[config.mk]
export PLATFORM = sky130hd
export DESIGN_NAME = branch_resolve_unit
export DESIGN_NICKNAME = d
export VERILOG_FILES = /design/src/rtl/branch_resolve_unit.sv
export SDC_FILE = /design/constraint.sdc
export NUM_CORES = 1
export LEC_CHECK = 0
export CAP_MARGIN = 20
export CORE_MARGIN = 2
export CORE_UTILIZATION = 52
export DETAILED_ROUTE_END_ITERATION = 16
export GPL_TIMING_DRIVEN = 0
export PLACE_DENSITY = 0.86
export SKIP_CTS_REPAIR_TIMING = 1
export SYNTH_ARGS = -nofsm -noshare
export SYNTH_HDL_FRONTEND = slang
export SYNTH_SLANG_ARGS = --single-unit
[constraint.sdc]
create_clock -name clk -period 3.65 [get_ports clk]
set_clock_uncertainty 0.2 [all_clocks]
set_input_delay 1.095 -clock clk [delete_from_list [all_inputs] [get_ports clk]]
set_output_delay 1.095 -clock clk [all_outputs]
set_load 0.01 [all_outputs]
[src/rtl/branch_resolve_unit.sv]
// -----------------------------------------------------------------------------
// branch_resolve_unit
//
// Execute-stage half of the static branch predictor. A decoded branch and its
// prediction are captured into the D->E register. In execute the prediction is
// compared against the real condition. On a mispredict, fetch is redirected to
// the correct path and the F/D stages are squashed for one cycle. Two
// saturating performance counters track resolved and mispredicted branches.
//
// Ports
//   clk               in   rising-edge clock for all state
//   rst               in   synchronous, active-high reset
//   stall_e           in   hold the E-stage register (hazard stall)
//   flush_e           in   load a bubble into the E-stage register
//   Branch_d          in   decode-stage instruction is a conditional branch
//   predict_taken_d   in   decode-stage prediction (1 = taken)
//   PC_d              in   PC of the decode-stage instruction
//   ImmExt_d          in   sign-extended branch offset
//   branch_cond_e     in   actual outcome of the E-stage branch (1 = taken)
//   redirect_valid    out  fetch must load redirect_pc this cycle
//   redirect_pc       out  corrected fetch address (0 when no redirect)
//   flush_fd          out  squash the F and D stage instructions
//   mispredict_e      out  E-stage branch resolved against its prediction
//   branch_count      out  resolved branches since reset (saturating)
//   mispredict_count  out  mispredicted branches since reset (saturating)
//
// Handshake: there is no valid/ready pair here. A branch in E is consumed in
// the first cycle it is valid with stall_e low; stall_e is the only
// backpressure and it simply freezes the E register.
// -----------------------------------------------------------------------------
module branch_resolve_unit #(
    parameter int DATA_WIDTH = 32,
    parameter int CNT_WIDTH  = 32
) (
    input  logic                  clk,
    input  logic                  rst,
    input  logic                  stall_e,
    input  logic                  flush_e,
    input  logic                  Branch_d,
    input  logic                  predict_taken_d,
    input  logic [DATA_WIDTH-1:0] PC_d,
    input  logic [DATA_WIDTH-1:0] ImmExt_d,
    input  logic                  branch_cond_e,
    output logic                  redirect_valid,
    output logic [DATA_WIDTH-1:0] redirect_pc,
    output logic                  flush_fd,
    output logic                  mispredict_e,
    output logic [CNT_WIDTH-1:0]  branch_count,
    output logic [CNT_WIDTH-1:0]  mispredict_count
);

    // -------------------------------------------------------------------------
    // Decode stage: both candidate next-PCs are formed here so execute only
    // has to select between registered values.
    // -------------------------------------------------------------------------
    logic [DATA_WIDTH-1:0] target_d;
    logic [DATA_WIDTH-1:0] fallthru_d;

    always_comb begin
        target_d   = PC_d + ImmExt_d;
        fallthru_d = PC_d + DATA_WIDTH'(4);
    end

    // -------------------------------------------------------------------------
    // D->E pipeline register
    // -------------------------------------------------------------------------
    logic                  valid_e;
    logic                  pred_e;
    logic [DATA_WIDTH-1:0] pc_e;
    logic [DATA_WIDTH-1:0] target_e;
    logic [DATA_WIDTH-1:0] fallthru_e;

    // A redirect means the instruction currently in D was fetched down the
    // wrong path, so the register must take a bubble instead of it. This
    // self-flush outranks stall_e, but a redirect can only happen with
    // stall_e low anyway.
    logic self_flush;

    always_comb begin
        self_flush = redirect_valid;
    end

    always_ff @(posedge clk) begin
        if (rst) begin
            valid_e    <= 1'b0;
            pred_e     <= 1'b0;
            pc_e       <= '0;
            target_e   <= '0;
            fallthru_e <= '0;
        end else if (flush_e || self_flush) begin
            // Only valid matters for a bubble; the payload fields are left
            // as they are.
            valid_e <= 1'b0;
        end else if (!stall_e) begin
            valid_e    <= Branch_d;
            pred_e     <= predict_taken_d;
            pc_e       <= PC_d;
            target_e   <= target_d;
            fallthru_e <= fallthru_d;
        end
    end

    // -------------------------------------------------------------------------
    // Execute-stage resolution
    // -------------------------------------------------------------------------
    // A branch resolves in the first cycle it is valid and not stalled. Reset
    // also suppresses resolution, so a branch caught by reset is dropped
    // silently rather than redirecting fetch during the reset cycle.
    logic res;

    always_comb begin
        res            = valid_e && !stall_e && !rst;
        mispredict_e   = res && (branch_cond_e != pred_e);
        redirect_valid = mispredict_e;
        flush_fd       = mispredict_e;
        redirect_pc    = '0;
        if (mispredict_e) begin
            redirect_pc = branch_cond_e ? target_e : fallthru_e;
        end
    end

    // -------------------------------------------------------------------------
    // Performance counters: saturate at all-ones and never wrap
    // -------------------------------------------------------------------------
    logic [CNT_WIDTH-1:0] branch_cnt_q;
    logic [CNT_WIDTH-1:0] mispredict_cnt_q;
    logic                 branch_cnt_full;
    logic                 mispredict_cnt_full;

    always_comb begin
        branch_cnt_full     = &branch_cnt_q;
        mispredict_cnt_full = &mispredict_cnt_q;
    end

    always_ff @(posedge clk) begin
        if (rst) begin
            branch_cnt_q     <= '0;
            mispredict_cnt_q <= '0;
        end else begin
            if (res && !branch_cnt_full) begin
                branch_cnt_q <= branch_cnt_q + CNT_WIDTH'(1);
            end
            if (mispredict_e && !mispredict_cnt_full) begin
                mispredict_cnt_q <= mispredict_cnt_q + CNT_WIDTH'(1);
            end
        end
    end

    always_comb begin
        branch_count     = branch_cnt_q;
        mispredict_count = mispredict_cnt_q;
    end

    // pc_e is carried for debug visibility of the E-stage branch.
    logic [DATA_WIDTH-1:0] dbg_pc_e;

    always_comb begin
        dbg_pc_e = pc_e;
    end

    logic unused_dbg;

    always_comb begin
        unused_dbg = ^dbg_pc_e;
    end

endmodule

Yosys cells after proc, flatten, opt, wreduce, memory -nomap -nowiden
Index checks and enable logic that the tools add are counted.
{"block": "totals", "reg_bits": 130, "elab_cells": 29, "out_inout_bits": 99, "inputBits": 71}
{"block": "classes", "bitwise": 2, "n_addsub": 4, "muxes": 2, "reduce_logical": 14, "n_eq_ne": 1}
{"cell": "$add 32x1->32 const B", "n": 2}
{"cell": "$mux 32", "n": 2}
{"cell": "$reduce_and 32->1", "n": 2}
{"cell": "$add 32x3->32 const B", "n": 1}
{"cell": "$add 32x32->32", "n": 1}
{"cell": "$logic_and 1x1->1", "n": 5}
{"cell": "$logic_not 1->1", "n": 4}
{"cell": "$not 1->1", "n": 2}
{"cell": "$reduce_and 2->1", "n": 1}
{"cell": "$reduce_or 2->1", "n": 1}
{"cell": "$logic_or 1x1->1", "n": 1}
{"cell": "$ne 1x1->1", "n": 1}

Longest topological paths before layout
{"block": "logic_depth", "depth_word": 7, "depth_mapped": 11, "ltp_nobuf": 9}

Least setup slack after synthesis
Ideal clock, no wire load.
{"block": "synth_path", "path_type": "input port to output port", "startpoint": "input port stall_e", "endpoint": "output port redirect_pc[10]", "t_arrival_ps": 2173, "path_buffers": 2, "required_time_ps": 2355, "stages": 5, "path_slack_ps": 182, "cell_sequence": "or3b_4 > nand2b_4 > buf_6 > clkbuf_1 > nor2_1"}
{"block": "synth_between", "elab_chain_len": 5}
{"element": "start, declared", "line_no": "37", "text": "input logic stall_e,"}
{"element": "$logic_not 1->1", "line_no": "112", "text": "res = valid_e && !stall_e && !rst;"}
{"element": "$logic_and 1x1->1 (2 in a row)", "line_no": "112"}
{"element": "$logic_and 1x1->1", "line_no": "113", "text": "mispredict_e = res && (branch_cond_e != pred_e);"}
{"element": "$mux 32", "line_no": "117", "text": "if (mispredict_e) begin"}
{"element": "end, declared", "line_no": "45", "text": "output logic [DATA_WIDTH-1:0] redirect_pc,"}
No other way between the ends.

Final worst setup path
{"block": "layout_path", "startpoint": "input port rst", "endpoint": "output port redirect_pc[19]"}
{"block": "layout_between", "elab_chain_len": 4}
{"element": "start, declared", "line_no": "36", "text": "input logic rst,"}
{"element": "$logic_not 1->1", "line_no": "112"}
{"element": "$logic_and 1x1->1", "line_no": "112"}
{"element": "$logic_and 1x1->1", "line_no": "113"}
{"element": "$mux 32", "line_no": "117"}
No other way between the ends.

==> results.json <==
{
  "synthTopCellsByCount": "nor2_1, dfxtp_1, nand2_1, a21oi_1, xor2_1",
  "arrival_ns": 2.37,
  "cp_max_fo": 5,
  "portBuffers": 168,
  "cts-buffers-inserted": 17,
  "worstSetupEndpointType": "output port",
  "reg2reg_from": "pred_e$_SDFFE_PP0P_",
  "io_pins": 170,
  "rrSetupSlack_ns": 0.97,
  "viasPerCell": 5.88,
  "synth.most_common_cell": "nor2_1",
  "dr.pass1.iters": 5,
  "path_buf_inv": 4,
  "ys.flop_type": "dfxtp_1",
  "p_int_uw": 2800,
  "crit_start": "rst",
  "utilization_pct": 71.8,
  "slew_viol_final": 0,
  "holdPathStages": 2,
  "htreeDepth": 4,
  "grt_pass1_vias": 7454,
  "nets": 1282,
  "cpPeakStageDelay_ns": 0.39,
  "cp-endpoint": "redirect_pc[19]",
  "row_count": 45,
  "grt_usage_pct": 27.4,
  "p_leak_uw": 0.00431,
  "path_clk_slew_ns": 0.06,
  "final_hold_viol_count": 0,
  "yosysSeqAreaShare_pct": 32.9,
  "start_util_pct": 52.7,
  "max_freq_mhz": 273,
  "insertion_delay_ns": 0.41,
  "fin_cells": 1375,
  "ant_nets": 0,
  "cts_tree": "done",
  "crit_required_ns": 2.35,
  "die_w_um": 127,
  "rsz0062_at_grt": "yes",
  "syn_avg_cell_area_um2": 8.07,
  "drv_cap": 0,
  "num_vias": 8084,
  "clockBufferDepth": 2,
  "switching_share_pct": 26.2,
  "die_area_mm2": 0.0162,
  "setup_violations": 9,
  "drive_gt1_share_pct": 11.1,
  "syn2layout_area_growth_pct": 36.5,
  "cp.depth": 7,
  "period_share_pct": 100,
  "pwr-share-seq_pct": 39.7,
  "worst_slack_ns": -0.0163,
  "grt_first_pass_wirelength_mm": 36.0,
  "antenna_cells": 0,
  "die_h_um": 127,
  "cp_cell_sequence": "buf_8, or3b_4, nand2b_4, buf_8, buf_12, nor2_4, buf_6",
  "fin_crit_ns": 3.67,
  "peakVddDrop_mv": 0.280,
  "gp_congestion": 0.919,
  "combPwrFrac_pct": 17.2,
  "grt_max_degree": 17,
  "routedWlPerCell_um": 16.9,
  "status": "finished, violations left",
  "core_mm2": 0.0150,
  "synth_area_leaders": "dfxtp_1, nor2_1, xor2_1, ha_1, mux2i_1",
  "ys_types": 67,
  "ys_warn_count": 0,
  "grt_overflow": 0,
  "final_cell_area_mm2": 0.0108,
  "drt-initial-drc-count": 617,
  "synth_top_cell_by_area": "dfxtp_1",
  "synth_edf_count": 0,
  "hpwl_mm": 17.2,
  "placed_cell_area_mm2": 0.00983,
  "power.share.clock_pct": 43.1,
  "p_sw_uw": 995,
  "r2r_end": "fallthru_e[24]$_SDFFE_PP0P_",
  "antenna_found_initial": 0,
  "tightest_slew_ns": 0.734,
  "crit_top_cell": "buf_8",
  "power_density_mw_per_mm2": 351,
  "postSynth.asyncResetShare_pct": 0,
  "clock_tree.root_cell": "clkbuf_16",
  "synth_cells": 981,
  "cts.sinks": 130,
  "synth_top_area_share_pct": 32.9,
  "synth.net_count": 1087,
  "place_inst": 1337,
  "ys_seq_elements": 130,
  "startpoint_type": "input port",
  "worst-setup-path-type": "in2out",
  "crit_family": "simple AND/OR/NAND/NOR gates",
  "r2r_cells": 5,
  "hold_class": "reg2reg",
  "violations": "setup timing",
  "synth_area_mm2": 0.00792,
  "relSlewSlack_pct": 51.1,
  "drt_wl_total_mm": 23.3,
  "slowest_stage": "or3b_4",
  "drc": 0
}
[per-layer routing]
metal | wire length (µm) | track usage (%) | vias to the layer above
li1 | - | - | 3909
met1 | 9880 | 35.1 | 3767
met2 | 11400 | 46.7 | 360
met3 | 1460 | 4.19 | 48
met4 | 555 | 10.5 | 0
met5 | 0 | 0 | -
[power by group through the flow]
| stage | clock [µW] | combinational (µW) | sequential, µW |
|---|---|---|---|
| floorplan | 0 | 381 | 1520 |
| finish | 1630 | 653 | 1500 |
| global placement | 0 | 582 | 1530 |
| detailed placement | 0 | 592 | 1530 |
| global route | 1700 | 710 | 1510 |
| CTS | 1630 | 598 | 1500 |
[stage by stage]
stage / TNS (ns) / total power (µW) / setup WS (ns) / hold slack [ns]
detailed placement: -43.74 / 2120 / -1.12 / 0.242
CTS: -34.87 / 3730 / -1.13 / 0.251
global placement: -42.43 / 2110 / -1.14 / 0.232
floorplan: 0 / 1900 / 0.182 / 0.224
finish: -0.0761 / 3790 / -0.0163 / 0.252
global route: -0.320 / 3920 / -0.0352 / 0.270
[flip-flops by register name, indices dropped and copies added (netlist names)]
name              flops
target_e             32
pred_e                1
branch_count         32
mispredict_count     32
fallthru_e           32
valid_e               1
[worst register-to-register path, delay by kind of cell, from the launching register on]
kind                      cells  cell delay, ns
DFF                           1            0.36
xor gates and xnor gates      1            0.21
AOI/OAI and AO/OA             2            0.84
buffers and inverters         2            0.93
[cell usage in the layout, fill, tap and decap left out, types with 19 or more instances in the layout]
| cell | synthesis | routed |
|---|---|---|
| dfxtp_1 | 130 | 130 |
| and3_1 | 30 | 30 |
| xor2_1 | 54 | 53 |
| xnor2_1 | 40 | 40 |
| a21o_1 | 21 | 21 |
| nand4_1 | 31 | 31 |
| a21oi_1 | 65 | 61 |
| or3_1 | 20 | 19 |
| nand2_1 | 96 | 96 |
| clkdlybuf4s50_1 | 0 | 130 |
| mux2i_1 | 36 | 36 |
| clkbuf_16 | 0 | 19 |
| nor2_1 | 143 | 122 |
| clkbuf_1 | 42 | 38 |
| nand3_1 | 36 | 35 |
| a211oi_1 | 26 | 25 |
| o21ai_0 | 41 | 40 |
| ha_1 | 34 | 28 |
[worst min path at each step]
stage,startpoint,slack [ns],to
after floorplan,fallthru_e[31]$_SDFFE_PP0P_,0.22,fallthru_e[31]$_SDFFE_PP0P_
after global placement,target_e[17]$_SDFFE_PP0P_,0.23,target_e[17]$_SDFFE_PP0P_
after detailed placement,target_e[17]$_SDFFE_PP0P_,0.24,target_e[17]$_SDFFE_PP0P_
after CTS,target_e[15]$_SDFFE_PP0P_,0.25,target_e[15]$_SDFFE_PP0P_
after global routing,target_e[5]$_SDFFE_PP0P_,0.27,target_e[5]$_SDFFE_PP0P_
final,target_e[9]$_SDFFE_PP0P_,0.25,target_e[9]$_SDFFE_PP0P_
[cell type report]
class / instances / area (µm²)
timing repair buffer: 179 / 1830
multi-input combinational: 786 / 5280
inverter: 17 / 76.3
clock buffer: 24 / 482
buffer: 45 / 218
tap: 188 / 235
sequential: 130 / 2600
clock inverter: 6 / 80.1
fill: 1123 / 4230
[cell families after synthesis]
logic type / Yosys count / share of synthesized area [%]
buf+inv: 65 / 3.54
fa+ha+maj: 35 / 5.63
flops: 130 / 32.9
simple gates: 406 / 25.1
xor+xnor: 95 / 10.7
mux: 37 / 4.69
compound gates: 213 / 17.4
No activity file was read; power rests on OpenSTA's default activity.
